File: src/rtl/wb_mem_master.sv
// Load/store unit front-end: one Wishbone classic access per request.
// Define WB_TIMEOUT_EN to abort bus cycles after TIMEOUT_CYC cycles.
module wb_mem_master #(
  parameter int ADDR_W      = 32,
  parameter int DATA_W      = 32,
  parameter int TIMEOUT_CYC = 255
) (
  input  logic                clk,
  input  logic                rst,
  input  logic                req_valid,
  output logic                req_ready,
  input  logic                req_we,
  input  logic [ADDR_W-1:0]   req_addr,
  input  logic [DATA_W-1:0]   req_wdata,
  input  logic [1:0]          req_size,
  input  logic                req_unsigned,
  output logic                rsp_valid,
  output logic [DATA_W-1:0]   rsp_rdata,
  output logic                rsp_err,
  output logic                busy,
  output logic [ADDR_W-1:0]   wb_adr_o,
  output logic [DATA_W-1:0]   wb_dat_o,
  input  logic [DATA_W-1:0]   wb_dat_i,
  output logic [DATA_W/8-1:0] wb_sel_o,
  output logic                wb_we_o,
  output logic                wb_stb_o,
  output logic                wb_cyc_o,
  input  logic                wb_ack_i,
  input  logic                wb_err_i
);

  localparam int SEL_W = DATA_W / 8;
  localparam int OFF_W = $clog2(SEL_W);

  typedef enum logic [1:0] {
    IDLE,
    BUS,
    RESP
  } state_t;

  state_t state, state_nx;

  logic              we_q, uns_q, err_q;
  logic [1:0]        size_q;
  logic [ADDR_W-1:0] addr_q;
  logic [DATA_W-1:0] wdata_q, rdata_q;
  logic              misalign, tmo, done, bus_err;
  logic [OFF_W-1:0]  off;
  logic [DATA_W-1:0] lane, ext, wdat;
  logic [SEL_W-1:0]  mask;

  assign off     = addr_q[OFF_W-1:0];
  assign done    = wb_ack_i | wb_err_i | tmo;
  assign bus_err = wb_err_i | tmo;

`ifdef WB_TIMEOUT_EN
  localparam int CNT_W = $clog2(TIMEOUT_CYC + 1);
  logic [CNT_W-1:0] cnt;

  // BUS-cycle counter; held at zero outside BUS so every entry restarts it
  always_ff @(posedge clk or posedge rst) begin
    if (rst)
      cnt <= '0;
    else if (state != BUS)
      cnt <= '0;
    else
      cnt <= cnt + CNT_W'(1);
  end

  assign tmo = (state == BUS) &&
               (cnt == CNT_W'(TIMEOUT_CYC - 1));
`else
  assign tmo = 1'b0;
`endif

  // Alignment check on the incoming request
  always_comb begin
    misalign = 1'b0;
    case (req_size)
      2'b00:   misalign = 1'b0;
      2'b01:   misalign = req_addr[0];
      2'b10:   misalign = |req_addr[1:0];
      default: misalign = (DATA_W == 32) ||
                          (|req_addr[2:0]);
    endcase
  end

  // Lane select, store replication and load extension
  always_comb begin
    lane = wb_dat_i >> {off, 3'b000};
    ext  = lane;
    mask = {SEL_W{1'b1}};
    wdat = wdata_q;
    case (size_q)
      2'b00: begin
        ext       = {DATA_W{lane[7] & ~uns_q}};
        ext[7:0]  = lane[7:0];
        mask      = SEL_W'(1);
        wdat      = {SEL_W{wdata_q[7:0]}};
      end
      2'b01: begin
        ext       = {DATA_W{lane[15] & ~uns_q}};
        ext[15:0] = lane[15:0];
        mask      = SEL_W'(3);
        wdat      = {(SEL_W/2){wdata_q[15:0]}};
      end
      2'b10: begin
        ext       = {DATA_W{lane[31] & ~uns_q}};
        ext[31:0] = lane[31:0];
        mask      = SEL_W'(15);
        wdat      = {(DATA_W/32){wdata_q[31:0]}};
      end
      default: ;
    endcase
  end

  // State register
  always_ff @(posedge clk or posedge rst) begin
    if (rst)
      state <= IDLE;
    else
      state <= state_nx;
  end

  // Next state and bus/response outputs
  always_comb begin
    state_nx  = state;
    req_ready = 1'b0;
    busy      = 1'b0;
    rsp_valid = 1'b0;
    rsp_err   = 1'b0;
    wb_cyc_o  = 1'b0;
    wb_stb_o  = 1'b0;
    wb_we_o   = 1'b0;
    wb_adr_o  = '0;
    wb_dat_o  = '0;
    wb_sel_o  = '0;
    rsp_rdata = rdata_q;
    case (state)
      IDLE: begin
        req_ready = 1'b1;
        if (req_valid)
          state_nx = misalign ? RESP : BUS;
      end
      BUS: begin
        busy     = 1'b1;
        wb_cyc_o = 1'b1;
        wb_stb_o = 1'b1;
        wb_we_o  = we_q;
        wb_adr_o = {addr_q[ADDR_W-1:OFF_W],
                    {OFF_W{1'b0}}};
        wb_dat_o = wdat;
        wb_sel_o = mask << off;
        if (done)
          state_nx = RESP;
      end
      RESP: begin
        busy      = 1'b1;
        rsp_valid = 1'b1;
        rsp_err   = err_q;
        state_nx  = IDLE;
      end
      default: state_nx = IDLE;
    endcase
  end

  // Request capture and termination result; errors return zero data
  always_ff @(posedge clk or posedge rst) begin
    if (rst) begin
      we_q    <= 1'b0;
      uns_q   <= 1'b0;
      err_q   <= 1'b0;
      size_q  <= 2'b00;
      addr_q  <= '0;
      wdata_q <= '0;
      rdata_q <= '0;
    end else if (state == IDLE && req_valid) begin
      we_q    <= req_we;
      uns_q   <= req_unsigned;
      err_q   <= misalign;
      size_q  <= req_size;
      addr_q  <= req_addr;
      wdata_q <= req_wdata;
      rdata_q <= '0;
    end else if (state == BUS && done) begin
      err_q   <= bus_err;
      rdata_q <= (bus_err || we_q) ? '0 : ext;
    end
  end

endmodule

File: config.mk
export PLATFORM = sky130hd
export DESIGN_NAME = wb_mem_master
export DESIGN_NICKNAME = d
export VERILOG_FILES = /design/src/rtl/wb_mem_master.sv
export SDC_FILE = /design/constraint.sdc
export NUM_CORES = 1
export LEC_CHECK = 0
export BUFFER_PORTS_ARGS = -buffer_cell sky130_fd_sc_hd__buf_4
export CORE_AREA = 4 4 106 108
export CTS_CLUSTER_DIAMETER = 50
export DETAILED_ROUTE_END_ITERATION = 16
export DIE_AREA = 0 0 110 112
export PLACE_DENSITY = 0.88
export RECOVER_POWER = 100
export SLEW_MARGIN = 0
export SYNTH_ARGS = -nofsm -noshare
export SYNTH_HDL_FRONTEND = slang
export SYNTH_SLANG_ARGS = --single-unit
File: constraint.sdc
create_clock -name clk -period 9.2 [get_ports clk]
set_input_delay 2.3 -clock clk [delete_from_list [all_inputs] [get_ports clk]]
set_output_delay 2.3 -clock clk [all_outputs]
set_load 0.01 [all_outputs]
==> results_dict.tcl <==
set metrics [dict create \
    power.density_cell_area_nw_per_um2 275 \
    die_w_um 110 \
    cpMaxStageDelayCell "clkbuf_1" \
    status "complete, but fails checks" \
    synth_area_leaders "dfrtp_1, mux2_2, mux2i_1" \
    antennaDiodeCount 0 \
    dr.pass1.iters 5 \
    areaGrowthSynthToFinish_pct 29.5 \
    synth_area_leader_cell "dfrtp_1" \
    grt_first_pass_wirelength_mm 23.2 \
    report.final.hold_viol_count 0 \
    clk-insertion-delay-late_ps 360 \
    cts_tree "built" \
    start_util_pct 52.1 \
    postSynth.topFlopCell "dfrtp_1" \
    grt_max_degree 75 \
    synthesis.area_per_instance_um2 11.1 \
    violations "capacitance limit, slew limit" \
    drt-wirelength-per-cell_um 18.5 \
    dr.first_iter.drc_count 231 \
    max_stage_delay_ps 2110 \
    cts-hold-fix-buffers 0 \
    layout.nets 773 \
    post_synth_edffs 0 \
    vias_in_the_first_global_route 4614 \
    worst_hold_slack_ps 494 \
    slew_headroom_pct -90.2 \
    flop_and_latch_count_out_of_synthesis 103 \
    totalNegativeSetupSlack_ps 0 \
    std_cell_rows 37 \
    crit_path_max_fanout 55 \
    vdd.ir_drop.worst_mv 0.174 \
    timing.hold.worst_path_depth 2 \
    synth.lib_cells_used.distinct 39 \
    r2r_cells 6 \
    post_route_cells_drive_above_1_share_pct 37.8 \
    crit_path_cell_trace "clkbuf_4 -> clkinvlp_2 -> clkbuf_1" \
    postCtsResizedCells 0 \
    routed-via-count 4499 \
    timing.final.crit_share_pct 64.5 \
    drc_errors 0 \
    gr-total-overflow 0 \
    gp_congestion 0.902 \
    via_per_inst 5.58 \
    coreArea_um2 10200 \
    cts_sinks 103 \
    grt_usage_pct 24.0 \
    timing.critical_path.arrival_ps 5790 \
    ctsRootBufferMaster "clkbuf_8" \
    wl_mm 14.9 \
    antenna_found_initial 0 \
    power.static_leakage_nw 3.16 \
    worst_slew_pin_slew_ps 2850 \
    postSynthCellCount 480 \
    die-height_um 112 \
    post_cts_buffers 0 \
    synth-seq-area-share_pct 48.3 \
    final_slew_violations 214 \
    ioPinCount 212 \
    total_clock_buffers_created_by_cts 9 \
    timing.critical_path.required_ps 9060 \
    finalCriticalPeriod_ps 5930 \
    worstSetupEndpointType "async pin" \
    floorplan.die_area_um2 12300 \
    cap_violations 4 \
    worst-setup-path-type "in2async" \
    critPathLaunchType "primary input" \
    async_flop_share_pct 100 \
    post_detailed_route_count_of_antenna_violating_nets 0 \
    rsz0062_at_grt "false" \
    yosysTopAreaCellShare_pct 48.3 \
    clk_pin_slew_ps 100 \
    clockBufferDepth 2 \
    fmax_mhz 169 \
    port_buffers 209 \
    dp.final_hpwl_mm 10.9 \
    setup_violations 0 \
    yosysMostFrequentCell "dfrtp_1" \
    mappedNetlistArea_um2 5340 \
    ys.warnings.count 0 \
    ctsHtreeMaxLevel 3 \
    worst_hold_path_type "reg2reg" \
    post_synth_most_frequent_cells "dfrtp_1, mux2_2, and2_1" \
    worst_clock_skew_ps 8.83 \
]
metrics by stage:
step / setup WS [ps] / utilization [%] / power [W] / std cells / instance area [um^2]
final: 3270 / 67.5 / 0.00190 / 806 / 6910
after global routing: 2380 / 67.5 / 0.00203 / 806 / 6910
after CTS: 4540 / 69.8 / 0.00194 / 806 / 7150
after detailed placement: 4570 / 67.7 / 0.00162 / 790 / 6930
after global placement: 4710 / 67.7 / 0.00159 / 790 / 6930
after floorplan: 4200 / - / 0.00133 / 481 / 5340
layout make-up:
class	instances	area, um^2
Clock buffer	9	124
Sequential cell	103	2580
Multi-Input combinational cell	333	2550
Fill cell	834	3320
Tap cell	136	170
Inverter	5	20.0
Clock inverter	7	96.3
Timing Repair Buffer	213	1370
cells by family (layout without fill, tap and decap cells):
family | Yosys count | after routing | share of synthesized area (%)
muxes | 109 | 109 | 22.5
xor gates and xnor gates | 1 | 1 | 0.164
DFF | 103 | 103 | 48.3
other | 1 | 2 | 0.0703
and+or+nand+nor | 134 | 134 | 13.6
buffers and inverters | 45 | 234 | 3.92
adders and majority gates | 3 | 3 | 0.704
AOI/OAI and AO/OA | 84 | 84 | 10.7
worst max-delay path, delay by kind of cell:
| kind | cells | cell delay [ps] |
|---|---|---|
| buffers and inverters | 3 | 3430 |
final timing paths:
| path | from | end | slack, ps |
|---|---|---|---|
| worst max-delay path | rst | state[0]$_DFFE_PP0P_ | 3270 |
| worst min-delay path | rsp_rdata[4]$_DFFE_PP0P_ | rsp_rdata[4]$_DFFE_PP0P_ | 490 |
| worst max register to register | state[1]$_DFFE_PP0P_ | rsp_rdata[29]$_DFFE_PP0P_ | 5180 |
| worst min register to register | rsp_rdata[4]$_DFFE_PP0P_ | rsp_rdata[4]$_DFFE_PP0P_ | 490 |
| max in group clk | state[1]$_DFFE_PP0P_ | wb_sel_o[1] | 3880 |
| min in group asynchronous | rst | addr_q[31]$_DFFE_PP0P_ | 2500 |
report_power, final:
| group | switching, W | internal, W |
|---|---|---|
| Clock | 0.000160 | 0.000154 |
| Combinational | 0.000426 | 0.000414 |
| Sequential | 0.000126 | 0.000620 |
| Total | 0.000712 | 0.00119 |
state kept, by name, summed over array words and instances, names as in the netlist:
register and flops:
wdata_q 32, err_q 1, rsp_rdata 32, state 2, uns_q 1, we_q 1, size_q 2, addr_q 32
cell usage in the layout, fill, tap and decap left out, types with 2 or more instances in the layout:
cell type / Yosys / routed
buf_4: 3 / 151
dfrtp_1: 103 / 103
mux2_2: 77 / 77
clkbuf_1: 26 / 61
and2_0: 0 / 46
nand2_1: 44 / 44
o21ai_0: 32 / 32
mux2i_1: 31 / 31
a21oi_1: 17 / 17
a221o_1: 16 / 16
nor2_1: 15 / 15
nor2b_1: 9 / 9
a21boi_0: 9 / 9
clkbuf_8: 0 / 9
nand3b_1: 8 / 8
inv_1: 5 / 4
ha_1: 3 / 3
nand2b_1: 2 / 2
o21a_1: 2 / 2
and2_1: 48 / 2
nor3b_1: 2 / 2
conb_1: 1 / 2
clkinv_4: 0 / 2
clkinv_2: 0 / 2
bufinv_16: 0 / 2
metal layers:
metal  GRT usage [%]  up-vias  wire length [um]
met3            6.61       30              1470
met4            8.56        0               381
met1            29.4     2194              5730
met2            40.1      235              7350
met5               0        -                 0
li1                -     2040                 -
Note: power is estimated with default switching activity, not from simulation.
